### config.mk
export PLATFORM = sky130hd
export DESIGN_NAME = stopwatch_core
export DESIGN_NICKNAME = d
export VERILOG_FILES = /design/src/rtl/stopwatch_core.sv
export SDC_FILE = /design/constraint.sdc
export NUM_CORES = 1
export LEC_CHECK = 0
export CORE_MARGIN = 2
export CORE_UTILIZATION = 36
export DETAILED_ROUTE_END_ITERATION = 7
export GPL_TIMING_DRIVEN = 0
export PLACE_DENSITY = 0.49
export SETUP_SLACK_MARGIN = 0.1
export SLEW_MARGIN = 25
export SYNTH_ARGS = -nofsm -noshare
export SYNTH_HDL_FRONTEND = slang
export SYNTH_SLANG_ARGS = --single-unit
### constraint.sdc
create_clock -name clk -period 18.1 [get_ports clk]
set_clock_uncertainty 0.15 [all_clocks]
set_input_delay 3.62 -clock clk [delete_from_list [all_inputs] [get_ports clk]]
set_output_delay 3.62 -clock clk [all_outputs]
set_load 0.01 [all_outputs]
### src/rtl/stopwatch_core.sv
// stopwatch_core: MM:SS stopwatch counter with run, pause, adjust and clear
// modes. The count is kept as binary minute/second fields and converted to
// registered BCD digits on the same edge the fields change.
module stopwatch_core #(
  parameter int MAX_MIN = 59,
  parameter int MAX_SEC = 59
) (
  input  logic       clk,
  input  logic       rst,
  input  logic       tick_1hz,
  input  logic       tick_2hz,
  input  logic       rst_d,
  input  logic       pause_d,
  input  logic       adj_d,
  input  logic       sel_d,
  output logic [3:0] min_tens,
  output logic [3:0] min_ones,
  output logic [3:0] sec_tens,
  output logic [3:0] sec_ones,
  output logic       running,
  output logic       blink
);

  localparam logic [6:0] MAX_MIN_L = 7'(MAX_MIN);
  localparam logic [6:0] MAX_SEC_L = 7'(MAX_SEC);

  typedef enum logic [1:0] {
    RUN    = 2'd0,
    PAUSED = 2'd1,
    ADJUST = 2'd2,
    CLEAR  = 2'd3
  } state_t;

  state_t     state_q, state_d;
  logic [6:0] min_q, min_d;
  logic [6:0] sec_q, sec_d;
  logic       running_q, running_d;
  logic       blink_q, blink_d;
  logic [7:0] min_bcd_q, min_bcd_d;
  logic [7:0] sec_bcd_q, sec_bcd_d;

  // Binary 0..99 to two BCD digits {tens, ones} by repeated subtraction.
  function automatic logic [7:0] to_bcd(input logic [6:0] v);
    logic [6:0] rem;
    logic [3:0] tens;
    rem  = v;
    tens = 4'd0;
    for (int i = 0; i < 9; i++) begin
      if (rem >= 7'd10) begin
        rem  = rem - 7'd10;
        tens = tens + 4'd1;
      end
    end
    return {tens, rem[3:0]};
  endfunction

  // Increment with wrap to zero past the field maximum.
  function automatic logic [6:0] inc_wrap(input logic [6:0] v, input logic [6:0] max);
    return (v >= max) ? 7'd0 : v + 7'd1;
  endfunction

  // Mode resolution (priority clear > adjust > paused > run) and next count.
  // The mode comes straight from the current inputs so a pause or adjust
  // level takes effect on the same edge it is first sampled.
  always_comb begin
    state_d   = RUN;
    min_d     = min_q;
    sec_d     = sec_q;
    running_d = 1'b0;
    blink_d   = 1'b0;
    if (rst_d)        state_d = CLEAR;
    else if (adj_d)   state_d = ADJUST;
    else if (pause_d) state_d = PAUSED;
    else              state_d = RUN;

    case (state_d)
      CLEAR: begin
        min_d = 7'd0;
        sec_d = 7'd0;
      end
      ADJUST: begin
        // tick_1hz is deliberately ignored here; only the 2 Hz tick adjusts.
        blink_d = blink_q;
        if (tick_2hz) begin
          blink_d = ~blink_q;
          if (!pause_d) begin
            if (sel_d) sec_d = inc_wrap(sec_q, MAX_SEC_L);
            else       min_d = inc_wrap(min_q, MAX_MIN_L);
          end
        end
      end
      PAUSED: begin
      end
      default: begin
        running_d = 1'b1;
        if (tick_1hz) begin
          if (sec_q >= MAX_SEC_L) begin
            sec_d = 7'd0;
            min_d = inc_wrap(min_q, MAX_MIN_L);
          end else begin
            sec_d = sec_q + 7'd1;
          end
        end
      end
    endcase

    min_bcd_d = to_bcd(min_d);
    sec_bcd_d = to_bcd(sec_d);
  end

  // State, count fields and registered display outputs.
  always_ff @(posedge clk or negedge rst) begin
    if (!rst) begin
      state_q   <= RUN;
      min_q     <= 7'd0;
      sec_q     <= 7'd0;
      running_q <= 1'b0;
      blink_q   <= 1'b0;
      min_bcd_q <= 8'd0;
      sec_bcd_q <= 8'd0;
    end else begin
      state_q   <= state_d;
      min_q     <= min_d;
      sec_q     <= sec_d;
      running_q <= running_d;
      blink_q   <= blink_d;
      min_bcd_q <= min_bcd_d;
      sec_bcd_q <= sec_bcd_d;
    end
  end

  assign min_tens = min_bcd_q[7:4];
  assign min_ones = min_bcd_q[3:0];
  assign sec_tens = sec_bcd_q[7:4];
  assign sec_ones = sec_bcd_q[3:0];
  assign running  = running_q && (state_q == RUN);
  assign blink    = blink_q;

endmodule

* Yosys cells after proc, flatten, opt, wreduce, memory -nomap -nowiden
Index checks and enable logic that the tools add are counted.
Word-level totals: output and inout port bits 18, bits in registers 34, bits of input ports 8, logic and storage cells 126
Cells by class: reduce and logical (&&, ||, !) cells 3, order comparisons 20, equal/unequal tests 4, muxes and demuxes 55, bitwise operators 1, add/sub/neg operators 36
Operators by type and width (number):
- $mux 7 | 27
- $ge 7x4->1 const B | 18
- $sub 7x4->7 const B | 16
- $mux 4 | 18
- $add 4x1->4 const B | 16
- $pmux 7 s3 | 2
- $add 7x1->7 const B | 2
- $ge 7x6->1 const B | 2
- $sub 4x4->4 const B | 2
- $mux 1 | 6
- $eq 2x2->1 const B | 2
- $mux 2 | 2
- $reduce_or 3->1 | 1
- $eq 2x1->1 const B | 1
- $logic_not 2->1 | 1
- $ne 2x2->1 const B | 1
- $logic_and 1x1->1 | 1
- $not 1->1 | 1

* Logic depth before layout (Yosys ltp)
depth after elaboration 24, gate-level depth with buffers 60

* Worst setup path after synthesis
Ideal clock, no wire load.
path type input port to flip-flop, start input port pause_d, end register sec_bcd_q[6], cell stages on the path 56, required time 17.814 ns, path buffers 4, slack 4.127 ns, library setup time 0.136 ns, arrival 13.687 ns, cell sequence clkbuf_1 nand3b_1 nand2b_1 o32ai_1 nand2_1 ha_1 inv_1 nand3_1 o211ai_2 inv_2 xnor2_1 inv_1 ha_1 a21boi_0 mux2i_1 a211o_1 inv_2 xnor2_1 (+20 left out) nand2_1 o21a_1 o21a_1 buf_2 o21ai_0 ha_1 o21ai_0 nand2_1 nand3_1 a21oi_1 nand4b_1 buf_2 xnor2_1 ha_1 a311oi_2 nor3_1 a2111oi_0 nand3_1
On the way: word-level cells in the longest chain between the ends 23
RTL lines:
- start, declared | line 13 | input logic pause_d,
- $mux 1 | line 73 | else if (pause_d) state_d = PAUSED;
- $mux 2 | line 72 | else if (adj_d) state_d = ADJUST;
- $mux 2 | line 71 | if (rst_d) state_d = CLEAR;
- $eq 2x1->1 / $eq 2x2->1 (equally long branches) | line 76 | case (state_d)
- $pmux 7 s3 * | line 76
- $sub 7x4->7 / $ge 7x4->1 (equally long branches) | line 50, 49
- $mux 7 / $mux 1 (equally long branches) | line 49 | if (rem >= 7'd10) begin
- $sub 7x4->7 (tied with other cells) | line 50 | rem = rem - 7'd10;
- (+8 left out)
- $mux 7 / $mux 4 (equally long branches) | line 49
- $sub 7x4->7 (tied with other cells) | line 50
- $mux 7 / $mux 4 (equally long branches) | line 49
- $sub 7x4->7 (tied with other cells) | line 50
- $mux 7 / $mux 4 (equally long branches) | line 49
- $ge 7x4->1 / $add 4x1->4 (equally long branches) | line 49, 51
- $mux 4 * | line 49
- via sec_bcd_d[6] | line 40 | logic [7:0] sec_bcd_q, sec_bcd_d;
- end signal, assigned | line 120 | sec_bcd_q <= 8'd0;
- end signal, assigned | line 128 | sec_bcd_q <= sec_bcd_d;
- end, declared | line 40
The timed path passes the listed nets; every way through them passes the cells marked *. A chain may end at the register's enable or synchronous reset.

* Final worst setup path
start input port pause_d, end register sec_bcd_q[6]
On the way: word-level cells in the longest chain between the ends 23
RTL lines:
- $mux 1 | line 73
- $mux 2 | line 72
- $mux 2 | line 71
- $eq 2x1->1 / $eq 2x2->1 (equally long branches) | line 76
- $pmux 7 s3 * | line 76
- via sec_d[1] | line 36 | logic [6:0] sec_q, sec_d;
- $sub 7x4->7 / $ge 7x4->1 (equally long branches) | line 50, 49
- $mux 7 / $mux 1 (equally long branches) | line 49
- (+9 left out)
- $mux 7 / $mux 4 (equally long branches) | line 49
- $sub 7x4->7 (tied with other cells) | line 50
- $mux 7 / $mux 4 (equally long branches) | line 49
- $sub 7x4->7 (tied with other cells) | line 50
- $mux 7 / $mux 4 (equally long branches) | line 49
- $ge 7x4->1 / $add 4x1->4 (equally long branches) | line 49, 51
- $mux 4 * | line 49
- via sec_bcd_d[6] | line 40
Marked as above.

==> impl.org <==
** STA
- Headroom to the max-slew limit came out at 0.440.
- Setup repair after global routing left no endpoint under its margin.
- In the finished design, the share of the clock period the worst path needs comes to 0.917.
- Maximum frequency from static timing analysis :: 60.2 MHz
- Total negative slack :: 0 ps
- Worst Max-Slew Pin Slew :: 838 ps
- Final min period :: 16,600 ps
- The number of max-slew violations in the final report was 0.
- The final count of hold timing violations is 0.
- Setup violations remaining at the end of the flow were counted as 0.

** Detailed routing
- Post-route ant nets :: 0
- Iteration-0 DRC Markers :: 540
- Wires add up to 19.8 mm.
- Average via count per standard cell :: 6.03
- Mean routed wirelength per cell :: 17.1 um
- Overall via count from detail_route :: 6,990
- In the routed design, unresolved DRC markers number 0.
- For this run, the detailed router's first-pass iteration total came to 5.

** Power and ir drop
- Internal power :: 515 uW
- The share of total power dissipated in combinational logic is 0.814.
- Proportion of power drawn by flip-flops and latches :: 0.093
- Of the total power, the clock network draws 0.093.
- The analysis attributes to net switching a power of 560 uW.
- Worst IR Drop VDD :: 0.102 mV
- Dividing total power by cell area gives a power density of 144 mW/mm^2.
- Leak Pwr :: 0.00313 uW
- Of the total power, the share spent switching nets is 0.521.

** Place
- Post-placement cell count :: 1,151
- Routability-driven placement finished with a final weighted congestion of 0.857.
- Port buffering added 25 buffers.
- The HPWL after detailed placement is 15.8 mm.

** Final layout
- Relative to the synthesized area, the layout overhead comes to 10.7%.
- Non-filler cells, final :: 1,159
- Number of antenna cells inserted :: 0
- After the last flow step, the layout net total stands at 966.
- Fraction of final layout cells sized beyond drive strength 1 :: 0.114

** CTS
- TritonCTS clock tree :: yes
- The later pin in the worst-skew pair is clocked with a latency of 290 ps.
- The cell sitting at the root of the clock tree is a clkbuf_16.
- CTS Hold Bufs :: 0
- Buffers added to address setup during post-CTS repair amount to 0.
- TritonCTS created 5 clock buffers.
- # H-tree levels :: 2
- Clock-pin slew was measured on the worst setup and hold paths at 60 ps.
- Counting every sink on the clock net gives 32.
- Once the clock tree was built, the resizer swapped 0 gates to a different size.
- Bufs on Longest Clock Path :: 2

** Run status
- The flow ran to the end, and the final reports show no timing, DRC or antenna violations.

** GRT
- Congestion Overflow GR :: 0
- Maximum number of pins on one net before global-route repair :: 26
- Vias in the first global route :: 6,557
- Total global routing track utilization :: 0.196
- The first global-routing pass estimated 32.9 mm of wire.
- Number of antenna violations at the first check in global routing :: 0

** Synth
- Net count after synthesis :: 933
- For this run, the register share of the synthesized area comes to 0.118.
- Post-Synthesis Cell Area :: 0.00676 sq mm
- For this run, asynchronously set or reset flops after synthesis account for 1.00.
- The number of different library cells used by synthesis comes to 108.
- In the synthesized netlist the dominant register cell turns out to be dfrtp_1.
- A synthesized cell averages 7.59 sq um.
- EDFF count, synth :: 0
- Register bit count reported by yosys :: 32
- The cell count after synthesis came out at 891.
- Total of warnings raised by yosys :: 0

** Job
- Across the run, the number of max-cap violations was 0.

** Worst setup path
- The worst setup path is launched from an input pin.
- Crit-path slowest cell :: clkdlybuf4s50_1
- Data on the critical path is required at its endpoint by 18,110 ps.
- By instance count, the cell type seen most on the critical path is ha_1.
- Category of the most critical setup path :: input pin to flop
- Peak per-stage delay on the critical path :: 580 ps
- Data arrives at the worst endpoint at 16,610 ps.
- Endpoint type of the worst setup path :: flop
- Maximum net fanout on the critical path :: 10

** Die
- 26 I/O pins were placed.
- The floorplan step defined a core boundary enclosing 0.0186 sq mm.
- Effective utilization at floorplan :: 0.364
- FP Rows :: 50
- From left edge to right edge, the die measures 141 um.
- Die footprint :: 0.0199 sq mm
- Die Y-Extent :: 141 um

** Hold path
- The path class of the tightest hold or removal check is flop to flop.
[cell type report]
cell class / count / area, sq um
fill: 1969 / 11100
multi-input combinational: 777 / 5600
sequential: 32 / 801
tap: 234 / 293
timing repair buffer: 26 / 265
inverter: 53 / 204
buffer: 29 / 163
clock buffer: 6 / 129
clock inverter: 2 / 35.0
[flip-flops by register name, summed over array words and instances, names as in the netlist]
name,count
sec_bcd_q,8
running_q,1
state_q,2
min_bcd_q,8
blink,1
min_q,6
sec_q,6
[critical path: cells and delay by family]
family,cells,cell delay [ps]
buffers and inverters,13,2710
and+or+nand+nor,13,2140
muxes,2,530
adders and majority gates,7,1720
xor gates and xnor gates,4,1010
AOI/OAI and AO/OA,19,4840
[power groups by stage]
stage | clock, uW | combinational (uW) | sequential [uW]
after floorplan | 0 | 686 | 104
after global placement | 0 | 872 | 101
after detailed placement | 0 | 870 | 101
after CTS | 102 | 879 | 100
after global routing | 106 | 982 | 101
final | 99.7 | 876 | 100
[through the flow]
stage	cell area, sq um	power (uW)	worst slack, ps	hold WS [ps]	utilization
after floorplan	6760	790	4130	437	-
after global placement	7310	973	1280	401	0.393
after detailed placement	7320	971	1390	397	0.394
after CTS	7480	1080	1610	413	0.403
after global routing	7480	1190	313	453	0.403
final	7480	1080	1500	405	0.403
[synth_stat cells (10+ instances only)]
cell	count	area, sq um
mux2_2	11	124
a31oi_1	11	68.8
inv_1	46	173
o211ai_1	20	150
nand4_1	14	87.6
dfrtp_1	32	801
and2_1	12	75.1
nor2_1	58	218
mux2i_1	17	170
a21o_1	17	128
clkbuf_1	10	37.5
o21ai_0	48	240
nand2_1	74	278
a211oi_1	16	120
ha_1	34	425
a211o_1	14	123
xor2_1	17	149
nor3_1	29	145
a21oi_1	39	195
nand2b_1	13	81.3
xnor2_1	43	377
buf_2	10	50.1
and3_1	10	62.6
nand3_1	42	210
[metal layers]
| layer | track usage | routed length (um) | vias up |
|---|---|---|---|
| li1 | - | - | 3521 |
| met1 | 0.271 | 9770 | 3292 |
| met2 | 0.331 | 9130 | 156 |
| met3 | 0.0265 | 688 | 21 |
| met4 | 0.0353 | 212 | 0 |
| met5 | 0 | 0 | - |
[layout by cell type, fill, tap and decap left out, types with 7 or more instances in the layout]
master and count:
a211o_1 14, a211oi_1 16, a21boi_0 7, a21o_1 17, a21oi_1 39, a31oi_1 11, and2_1 12, and3_1 10
buf_2 11, clkbuf_1 11, clkdlybuf4s50_1 24, dfrtp_1 32, ha_1 34, inv_1 46, mux2_2 11, mux2i_1 17
nand2_1 74, nand2b_1 13, nand3_1 42, nand4_1 14, nor2_1 58, nor3_1 29, o211a_1 9, o211ai_1 20
o21a_1 9, o21ai_0 48, o21ai_1 9, o22ai_1 9, or2_2 9, or3_1 8, xnor2_1 43, xor2_1 17
[logic make-up after synthesis]
family	share of synthesized area
AOI/OAI and AO/OA	0.377
and+or+nand+nor	0.260
buffers and inverters	0.0542
xor gates and xnor gates	0.0777
DFF	0.118
muxes	0.0494
adders and majority gates	0.0629
[final timing paths]
check                                              end  cells after the start                   start  slack, ps
worst max register to register  sec_bcd_q[6]$_DFF_PN0_                     57  sec_bcd_q[0]$_DFF_PN0_       4590
min in group asynchronous       sec_bcd_q[7]$_DFF_PN0_                      1                     rst       3040
max in group asynchronous       min_bcd_q[7]$_DFF_PN0_                      2                     rst      14330
worst max-delay path            sec_bcd_q[6]$_DFF_PN0_                     58                 pause_d       1500
worst min-delay path                 blink$_DFFE_PN0P_                      2       blink$_DFFE_PN0P_        400
worst min register to register       blink$_DFFE_PN0P_                      2       blink$_DFFE_PN0P_        400
No activity file was read; power rests on OpenSTA's default activity.
